[config.mk]
export PLATFORM = sky130hd
export DESIGN_NAME = pc_gen
export DESIGN_NICKNAME = d
export VERILOG_FILES = /design/src/rtl/pc_pkg.sv /design/src/rtl/pc_target.sv /design/src/rtl/pc_gen.sv
export SDC_FILE = /design/constraint.sdc
export NUM_CORES = 1
export LEC_CHECK = 0
export CORE_MARGIN = 3
export CORE_UTILIZATION = 35
export DETAILED_ROUTE_END_ITERATION = 10
export SYNTH_ARGS = -nofsm -noshare
export SYNTH_HDL_FRONTEND = slang
export SYNTH_SLANG_ARGS = --single-unit
[constraint.sdc]
create_clock -name CLK -period 4.2 [get_ports CLK]
set_clock_uncertainty 0.1 [all_clocks]
set_input_delay 0.63 -clock CLK [delete_from_list [all_inputs] [get_ports CLK]]
set_output_delay 0.63 -clock CLK [all_outputs]
set_load 0.02 [all_outputs]
[src/rtl/pc_pkg.sv]
// Shared encodings for the program-counter generator.
// Includes the next-PC select codes, the FSM states and a saturating increment.
package pc_pkg;

    typedef enum logic [1:0] {
        SEQ = 2'b00,
        BR  = 2'b01,
        J   = 2'b10,
        JR  = 2'b11
    } pcsrc_t;

    typedef enum logic [1:0] {
        HOLD   = 2'b00,
        RUN    = 2'b01,
        HALTED = 2'b10,
        ERROR  = 2'b11
    } state_t;

    localparam logic [31:0] PC_STEP = 32'd4;

    function automatic logic [31:0] sat_inc(input logic [31:0] value);
        return (value == 32'hFFFF_FFFF) ? value : value + 32'd1;
    endfunction

endpackage

[src/rtl/pc_target.sv]
// Next-PC target selection and legality check against the instruction memory size.
// Purely combinational; the registers that consume the result live in pc_gen.
module pc_target #(
    parameter int MEM_BYTES = 256
) (
    input  logic [31:0] pc4,
    input  logic [1:0]  pcsrc,
    input  logic        zero,
    input  logic [15:0] imme,
    input  logic [25:0] addr,
    input  logic [31:0] regdata,
    output logic [31:0] target,
    output logic        legal
);
    import pc_pkg::*;

    localparam logic [31:0] LAST_WORD = 32'(MEM_BYTES - 4);

    logic [31:0] br_offset;
    assign br_offset = {{14{imme[15]}}, imme, 2'b00};

    always_comb begin
        target = pc4;
        case (pcsrc_t'(pcsrc))
            SEQ:     target = pc4;
            BR:      target = zero ? (pc4 + br_offset) : pc4;
            J:       target = {pc4[31:28], addr, 2'b00};
            JR:      target = regdata;
            default: target = pc4;
        endcase
    end

    // A fetch must be word aligned and the whole word must fit in memory.
    assign legal = (target[1:0] == 2'b00) && (target <= LAST_WORD);

endmodule

[src/rtl/pc_gen.sv]
// Program counter generator: HOLD/RUN/HALTED/ERROR control FSM, PC register
// and saturating retired-instruction counter.
module pc_gen #(
    parameter logic [31:0] RESET_PC  = 32'h0000_0000,
    parameter int          MEM_BYTES = 256
) (
    input  logic        CLK,
    input  logic        Reset,
    input  logic        Stall,
    input  logic        Halt,
    input  logic [1:0]  PCSrc,
    input  logic        Zero,
    input  logic [15:0] imme,
    input  logic [25:0] addr,
    input  logic [31:0] RegData,
    output logic [31:0] PC,
    output logic [31:0] PC4,
    output logic        Running,
    output logic        Halted,
    output logic        AddrErr,
    output logic [31:0] InstCount
);
    import pc_pkg::*;

    state_t      state_reg, state_next;
    logic [31:0] pc_reg, pc_next;
    logic [31:0] count_reg, count_next;
    logic [31:0] target;
    logic        legal;

    assign PC4 = pc_reg + PC_STEP;

    pc_target #(
        .MEM_BYTES (MEM_BYTES)
    ) u_target (
        .pc4     (PC4),
        .pcsrc   (PCSrc),
        .zero    (Zero),
        .imme    (imme),
        .addr    (addr),
        .regdata (RegData),
        .target  (target),
        .legal   (legal)
    );

    always_ff @(posedge CLK or posedge Reset) begin
        if (Reset) begin
            state_reg <= HOLD;
            pc_reg    <= RESET_PC;
            count_reg <= '0;
        end else begin
            state_reg <= state_next;
            pc_reg    <= pc_next;
            count_reg <= count_next;
        end
    end

    always_comb begin
        state_next = state_reg;
        pc_next    = pc_reg;
        count_next = count_reg;
        case (state_reg)
            // Leaving HOLD does not advance PC so the RESET_PC instruction executes.
            HOLD: state_next = RUN;
            RUN: begin
                if (!Stall) begin
                    count_next = sat_inc(count_reg);
                    if (Halt) begin
                        state_next = HALTED;
                    end else if (legal) begin
                        pc_next = target;
                    end else begin
                        state_next = ERROR;
                    end
                end
            end
            HALTED, ERROR: begin
                state_next = state_reg;
            end
            default: state_next = HOLD;
        endcase
    end

    assign PC        = pc_reg;
    assign InstCount = count_reg;
    assign Running   = (state_reg == RUN);
    assign Halted    = (state_reg == HALTED);
    assign AddrErr   = (state_reg == ERROR);

endmodule

==> results of run 1 <==
[cells by family (layout without fill, tap and decap cells)]
kind of cell	count (synthesis)	count (layout)	synth area share, %
compound gates	181	181	18.67
fa+ha+maj	34	34	6.902
simple gates	356	356	29.38
xor+xnor	74	74	10.33
mux	28	28	4.907
flops	66	66	26.33
buf+inv	52	450	3.471
[power by group]
group / total (mW) / leakage (nW) / internal, mW / switching [mW]
Sequential: 0.667 / 0.873 / 0.650 / 0.0175
Combinational: 0.613 / 3.91 / 0.303 / 0.310
Clock: 0.801 / 0.145 / 0.520 / 0.281
Total: 2.08 / 4.93 / 1.47 / 0.608
[cell usage in the layout, fill, tap and decap left out, types with 11 or more instances in the layout]
| master | count |
|---|---|
| and2_4 | 11 |
| buf_4 | 221 |
| nand2_1 | 92 |
| mux2i_1 | 17 |
| ha_1 | 17 |
| a21oi_1 | 36 |
| xor2_1 | 20 |
| clkdlybuf4s50_1 | 177 |
| nand2b_1 | 12 |
| inv_1 | 15 |
| xnor2_1 | 36 |
| dfrtp_2 | 14 |
| nor3_1 | 17 |
| nand3_1 | 26 |
| o21ai_0 | 32 |
| dfrtp_1 | 52 |
| o211ai_1 | 11 |
| and2_1 | 21 |
| ha_4 | 15 |
| a21oi_2 | 19 |
| nand4_1 | 31 |
| nor2_1 | 57 |
[synthesized netlist by cell type, types with 5 or more instances]
master,count
nor3_1,24
and4_1,9
a211oi_1,5
or3_1,11
xor2_1,29
nor4_1,8
a21oi_1,57
o21ai_0,48
clkbuf_1,30
mux2_2,6
nor2_1,61
dfrtp_1,66
nand2b_1,13
nand4_1,31
nand3_1,28
inv_1,18
o31ai_1,5
mux2i_1,18
nand2_1,97
o21a_1,8
xnor2_1,45
ha_1,33
o211ai_1,11
nor2b_1,8
and2_1,32
or4_1,6
and3_1,12
[final cells by class]
cell class / count / share of cell area, %
Timing Repair Buffer: 416 / 32.47
Multi-Input combinational cell: 673 / 46.91
Inverter: 18 / 0.5959
Tap cell: 225 / 2.483
Clock buffer: 10 / 2.019
Clock inverter: 6 / 0.8056
Sequential cell: 66 / 14.72
[layer usage]
layer  wire (µm)  track usage (%)  share of wire [%]  up-vias
met5           0                0                  0        -
met4         493            6.935                1.9        0
met3        1572            4.708                6.0       34
met2       12650            43.10                 48      240
met1       11660            34.14                 44     3677
li1            -                -                  -     3668
[how the worst max path moves through the flow]
stage | to | cells after the start
floorplan | state_reg[1]$_DFFE_PP0P_ | 18
global placement | state_reg[1]$_DFFE_PP0P_ | 17
detailed placement | PC[6]$_DFFE_PP0P_ | 19
CTS | PC[4]$_DFFE_PP0P_ | 18
global route | PC[4]$_DFFE_PP0P_ | 19
finish | PC[4]$_DFFE_PP0P_ | 18
[through the flow]
stage               setup TNS [ns]  hold slack, ns  util [%]  area, µm²  setup slack (ns)
floorplan                   -3.850          0.3621         -       6516           -0.2705
global placement            -12.82          0.3782     57.74      10060           -0.4459
detailed placement          -14.03          0.3813     57.74      10060           -0.4449
CTS                         -5.307          0.3931     63.36      11040           -0.2234
global route                -12.27          0.4103     65.10      11340           -0.4170
finish                      -7.703          0.3984     65.10      11340           -0.2894
[timing repair]
action                     4_1_cts  5_1_grt
gates resized for setup         98       54
pin swaps                       20       35
hold buffers                     0        0
gates cloned                     1        0
setup endpoints to repair       33       33
buffers inserted                15       11
==> out/summary.txt, run 1 <==
Relative slew margins -> 54.76%
Crit. Startpoint -> PC[10]$_DFFE_PP0P_
Final Cycle Share -> 106.9%
IO Pins -> 180
post-route insts no fill -> 1,414
min cycle time layout -> 4.489 ns
DRT antenna net count -> 0
Placer Congestion -> 0.9767
DR vias -> 7,619
Max stage delay on crit path -> 0.57 ns
Pwr Total -> 2.082 mW
synthesized area per cell -> 7.930 µm²
Worst Tran Pin Value -> 0.6786 ns
gr ovfl total -> 0
hold depth -> 1
setup ws final -> -0.2894 ns
peak supply drop -> 235.2 µV
Setup-failing EPs final -> 33
die footprint -> 0.01956 mm²
hold_sp -> InstCount[5]$_DFFE_PP0P_
Post-synth ARST share -> 100.0%
ys flop type -> dfrtp_1
Critical Path Fanout Max -> 6
P_leak -> 4.929 nW
Pwr Density -> 183.6 mW/mm²
Longest Clk Path Bufs -> 2
outcome -> finished with violations
R2R depth -> 18
CTS tree -> built
DRC -> 0
share of post-route cells with drive strength above 1 -> 34.65%
root buffer cell -> clkbuf_16
wire length per cell -> 18.66 µm
crit-path leading delay family -> simple AND/OR/NAND/NOR gates
r2r setup slk -> -0.29 ns
initial antenna violation count -> 0
DRT Pass-1 Iters -> 5
worst min path class -> reg -> reg
fin nets -> 1,299
critical path buffer and inverter count -> 2
distinct cell type count of the synthesized netlist -> 70
vias in the first global route -> 7,681
Tot GR Track Use -> 25.71%
Critical Path AT -> 4.59 ns
Synth top area share -> 26.33%
post-synthesis sequential area ratio -> 26.33%
Slew Limit Fails -> 0
failing checks -> negative setup slack
num rows -> 48
Worst-path clk slew -> 0.06 ns
critical-path cell list -> nand4_4 > or4_4 > buf_6 > nor2_4 > and3_4 > xor2_4 > ha_4 > nand2_4 > o21ai_4 > a211o_1 > a221oi_2 > o21ai_4 > or4b_4 > nand3_4 > nor4_4 > nand3_4 > buf_16 > mux2_4
data required time at the worst endpoint -> 4.31 ns
Layout area overhead -> 80.77%
FILL cells -> 1,455
wire length after detailed routing -> 26.38 mm
Yosys reg bits -> 66
max-cap violation count -> 0
drt via density -> 5.388
Post-Synthesis Cells -> 791
worst skew pair latency -> 0.32 ns
top cells by area, synth -> dfrtp_1, ha_1, xnor2_1
CTS Sinks -> 66
DRT iter0 DRCs -> 485
die extent in y -> 139.9 µm
cts bufs inserted -> 9
Post-synth EDFFs -> 0
Fmax -> 222.7 MHz
total nets after synthesis -> 906
ant diodes -> 0
unrepaired setup endpoints after global routing -> yes
FF-to-FF End -> PC[4]$_DFFE_PP0P_
largest net degree at the start of global routing -> 44
hpwl dp -> 20.51 mm
total core area -> 0.01742 mm²
placed cell count -> 1,372
input/output buffers -> 179
Hold Violations, Final -> 0
Reg area -> 0.001669 mm²
post-synth top area cell -> dfrtp_1
Multi-input gate area -> 0.005319 mm²
H-Tree Depth -> 3
Crit Path Category -> reg -> reg
Starting Density -> 36.01%
Crit. End Element -> register
CP max-delay cell -> or4b_4
Setup crit start kind -> register
first-pass GRT wire length -> 40.64 mm
Crit Reg-Reg Startpoint -> PC[10]$_DFFE_PP0P_
Hold Path End -> InstCount[5]$_DFFE_PP0P_
Yosys Warn Count -> 0
die width -> 139.9 µm
Mapped Area -> 0.006272 mm²
(Power assumes the default switching activity.)
==> run 2: changes to the inputs <==
--- a/config.mk
+++ b/config.mk
@@ -7,6 +7,7 @@
 export LEC_CHECK = 0
 export CORE_MARGIN = 3
 export CORE_UTILIZATION = 35
+export CTS_CLUSTER_DIAMETER = 60
 export DETAILED_ROUTE_END_ITERATION = 10
 export SYNTH_ARGS = -nofsm -noshare
 export SYNTH_HDL_FRONTEND = slang
==> results of run 2 <==
The final DEF is identical to that of run 1; final timing and power are the same.
==> run 3: changes to the inputs <==
--- a/config.mk
+++ b/config.mk
@@ -5,6 +5,7 @@
 export SDC_FILE = /design/constraint.sdc
 export NUM_CORES = 1
 export LEC_CHECK = 0
+export ABC_AREA = 1
 export CORE_MARGIN = 3
 export CORE_UTILIZATION = 35
 export CTS_CLUSTER_DIAMETER = 60
==> constraint.sdc (replaced) <==
create_clock -name CLK -period 4.2 [get_ports CLK]
set_clock_uncertainty 0.1 [all_clocks]
set_input_delay 1.05 -clock CLK [delete_from_list [all_inputs] [get_ports CLK]]
set_output_delay 1.05 -clock CLK [all_outputs]
set_load 0.02 [all_outputs]
==> out/summary.txt, run 3 <==
die extent in y -> 151.6 µm (was 139.9 µm)
Critical Path Fanout Max -> 32 (was 6)
hold_ws -> 0.3975 ns (was 0.3984 ns)
outcome -> completed (was finished with violations)
Max stage delay on crit path -> 0.39 ns (was 0.57 ns)
Synth top area share -> 23.33% (was 26.33%)
post-synthesis sequential area ratio -> 22.27% (was 26.33%)
cts bufs inserted -> 9 (unchanged)
Critical Path AT -> 4.01 ns (was 4.59 ns)
Final Cycle Share -> 92.74% (was 106.9%)
DRT Pass-1 Iters -> 6 (was 5)
commonest non-fill, non-tap cell in the layout -> nand2_1 (was buf_4)
share of post-route cells with drive strength above 1 -> 11.13% (was 34.65%)
gr ovfl total -> 0 (unchanged)
hold depth -> 1 (unchanged)
distinct cell type count of the synthesized netlist -> 42 (was 70)
Post-CTS Hold Buffers -> 0 (unchanged)
Flop pwr share -> 34.5% (was 32.1%)
CP max-delay cell -> dfrtp_1 (was or4b_4)
Mapped Area -> 0.007416 mm² (was 0.006272 mm²)
Tot GR Track Use -> 24.21% (was 25.71%)
Worst-path clk slew -> 0.06 ns (about the same)
Fmax -> 256.7 MHz (was 222.7 MHz)
Relative slew margins -> 58.27% (was 54.76%)
DRT iter0 DRCs -> 486 (was 485)
fin nets -> 1,628 (was 1,299)
Layout area overhead -> 40.19% (was 80.77%)
placed cell count -> 1,769 (was 1,372)
Starting Density -> 36.18% (was 36.01%)
placed cell areas -> 0.009938 mm² (was 0.01006 mm²)
top cells by area, synth -> nand2_1, dfrtp_1, inv_1 (was dfrtp_1, ha_1, xnor2_1)
Int Pwr -> 1.374 mW (was 1.474 mW)
post-route insts no fill -> 1,788 (was 1,414)
vias in the first global route -> 8,178 (was 7,681)
r2r setup slk -> 0.30 ns (was -0.29 ns)
Yosys Warn Count -> 0 (unchanged)
DRC -> 0 (unchanged)
P_leak -> 5.393 nW (was 4.929 nW)
Post-synth ARST share -> 100.0% (unchanged)
Worst Tran Pin Value -> 0.6253 ns (was 0.6786 ns)
most common cell in the netlist -> nand2_1 (unchanged)
ant diodes -> 0 (unchanged)
Longest Clk Path Bufs -> 2 (unchanged)
Placer Congestion -> 0.9454 (was 0.9767)
max-cap violation count -> 0 (unchanged)
root buffer cell -> clkbuf_16 (unchanged)
Crit. End Element -> register (unchanged)
Crit. Startpoint -> PC[2]$_DFFE_PP0P_ (was PC[10]$_DFFE_PP0P_)
Gate power share -> 18.6% (was 29.5%)
final core utilization -> 50.73% (was 65.10%)
die width -> 151.6 µm (was 139.9 µm)
Post-Synthesis Cells -> 1,282 (was 791)
num rows -> 52 (was 48)
most frequent cells in the layout -> nand2_1, inv_1, clkdlybuf4s50_1, nor2_1, nand3_1 (was buf_4, clkdlybuf4s50_1, nand2_1, nor2_1, dfrtp_1)
min cycle time layout -> 3.895 ns (was 4.489 ns)
IO Pins -> 180 (unchanged)
Most common cell on crit path -> nand2_1
drt via density -> 4.867 (was 5.388)
wire length after detailed routing -> 28.44 mm (was 26.38 mm)
initial antenna violation count -> 1 (was 0)
final instance area -> 0.01040 mm² (was 0.01134 mm²)
CTS Sinks -> 66 (unchanged)
hpwl dp -> 23.78 mm (was 20.51 mm)
Setup-failing EPs final -> 0 (was 33)
FF-to-FF End -> PC[4]$_DFFE_PP0P_ (unchanged)
total core area -> 0.02049 mm² (was 0.01742 mm²)
first-pass GRT wire length -> 43.06 mm (was 40.64 mm)
worst min path class -> reg -> reg (unchanged)
Setup crit start kind -> register (unchanged)
post-synth top area cell -> nand2_1 (was dfrtp_1)
input/output buffers -> 179 (unchanged)
hold_sp -> InstCount[28]$_DFFE_PP0P_ (was InstCount[5]$_DFFE_PP0P_)
DRT antenna net count -> 0 (unchanged)
total nets after synthesis -> 1,397 (was 906)
wire length per cell -> 15.91 µm (was 18.66 µm)
die footprint -> 0.02297 mm² (was 0.01956 mm²)
worst skew pair latency -> 0.33 ns (was 0.32 ns)
Crit Path Category -> reg -> reg (unchanged)
Pwr Density -> 177.5 mW/mm² (was 183.6 mW/mm²)
Slew Limit Fails -> 0 (unchanged)
data required time at the worst endpoint -> 4.32 ns (was 4.31 ns)
Hold Path End -> InstCount[28]$_DFFE_PP0P_ (was InstCount[5]$_DFFE_PP0P_)
Crit Reg-Reg Startpoint -> PC[2]$_DFFE_PP0P_ (was PC[10]$_DFFE_PP0P_)
H-Tree Depth -> 3 (unchanged)
Yosys reg bits -> 66 (unchanged)
CTS tree -> built (unchanged)
synth cell count leaders -> nand2_1, inv_1, nor2_1 (was nand2_1, dfrtp_1, nor2_1)
R2R depth -> 24 (was 18)
synthesized area per cell -> 5.785 µm² (was 7.930 µm²)
critical-path cell list -> buf_4 > clkinvlp_4 > nor2_4 > buf_4 > or2_2 > nand2_1 > inv_1 > ha_1 > nand2_1 > nor2_1 > nand2_1 > nand2_1 > nand2_1 > nand3_1 > nand2_1 > o21ai_0 > nand3_1 > nor3_2 > nand2_1 > nor2_4 > nand3_4 > buf_12 > nand2_1 > nand2_1 (was nand4_4 > or4_4 > buf_6 > nor2_4 > and3_4 > xor2_4 > ha_4 > nand2_4 > o21ai_4 > a211o_1 > a221oi_2 > o21ai_4 > or4b_4 > nand3_4 > nor4_4 > nand3_4 > buf_16 > mux2_4)
Hold Violations, Final -> 0 (unchanged)
largest net degree at the start of global routing -> 37 (was 44)
Sw Share -> 25.53% (was 29.21%)
ys flop type -> dfrtp_1 (unchanged)
Post-synth EDFFs -> 0 (unchanged)
Sw Pwr -> 471.0 µW (was 608.0 µW)
peak supply drop -> 273.3 µV (was 235.2 µV)
DR vias -> 8,703 (was 7,619)
clock power share -> 46.9% (was 38.5%)
## run 3: cell count changes in the layout (fill, tap and decap cells not counted), sizes merged, moves of 19 or more
cell   delta
inv     +208
nand2   +378
o21ai    -19
buf     -175
nor2     +65
and2     -30
nand3    +79
xnor2    -32
## run 3: logic make-up (layout without fill, tap and decap cells)
group	after synthesis	in the layout	synth area share [%]
and+or+nand+nor	781	781	45.03
buffers and inverters	251	487	13.13
AOI/OAI and AO/OA	111	111	9.128
DFF	66	66	22.27
xor gates and xnor gates	39	39	4.606
adders and majority gates	34	34	5.838
## run 3: worst max-delay path by stage
stage,end,slack [ns],cells past startpoint
finish,PC[4]$_DFFE_PP0P_,0.30,24
global route,PC[5]$_DFFE_PP0P_,-0.001,29
CTS,PC[4]$_DFFE_PP0P_,0.11,26
detailed placement,PC[4]$_DFFE_PP0P_,0.01,24
global placement,PC[6]$_DFFE_PP0P_,0.02,19
floorplan,PC[1]$_DFFE_PP0P_,0.32,27
## run 3: critical path, delay by kind of cell, from the launching register on
kind,cells,cell delay (ns)
adder cells (fa/ha/maj),1,0.37
AND/OR/NAND/NOR,17,2.04
AO/OA/AOI/OAI,1,0.15
flip-flops,1,0.39
buffers and inverters,5,0.71
## run 3: stage by stage
stage               power (mW)  setup slack, ns  setup TNS [ns]
detailed placement      0.9869          0.01071               0
global route             1.930       -0.0009512      -0.0009512
finish                   1.845           0.3050               0
global placement        0.9867          0.01531               0
floorplan               0.8181           0.3245               0
CTS                      1.865           0.1143               0
## run 3: routing by layer
layer | GRT usage, % | share of wire (%) | wire length, µm | up-vias
li1 | - | - | - | 4500
met1 | 30.37 | 42 | 12060 | 3901
met2 | 42.12 | 48 | 13680 | 254
met3 | 4.462 | 6.6 | 1866 | 46
met4 | 7.592 | 2.9 | 817 | 2
met5 | 0 | 0.046 | 13 | -
## run 3: power groups by stage
stage	combinational [mW]	sequential (mW)	clock (mW)
6_report	0.343	0.636	0.865
5_1_grt	0.378	0.636	0.917
3_5_place_dp	0.339	0.647	0
3_3_place_gp	0.339	0.647	0
4_1_cts	0.341	0.636	0.888
2_1_floorplan	0.171	0.648	0
## run 3: layout make-up
type	count	area (µm²)
clock buffer	10	229.0
clock inverter	6	115.1
fill	2136	10100
inverter	228	859.6
multi-input combinational	965	4867
sequential	66	1665
tap	270	337.8
timing repair buffer	243	2322
## run 3: timing repair
| item | in CTS | in global routing |
|---|---|---|
| setup endpoints to repair | 0 | 33 |
| resized for setup | 0 | 37 |
| hold endpoints to repair | 0 | 0 |
| buffers inserted | 0 | 3 |
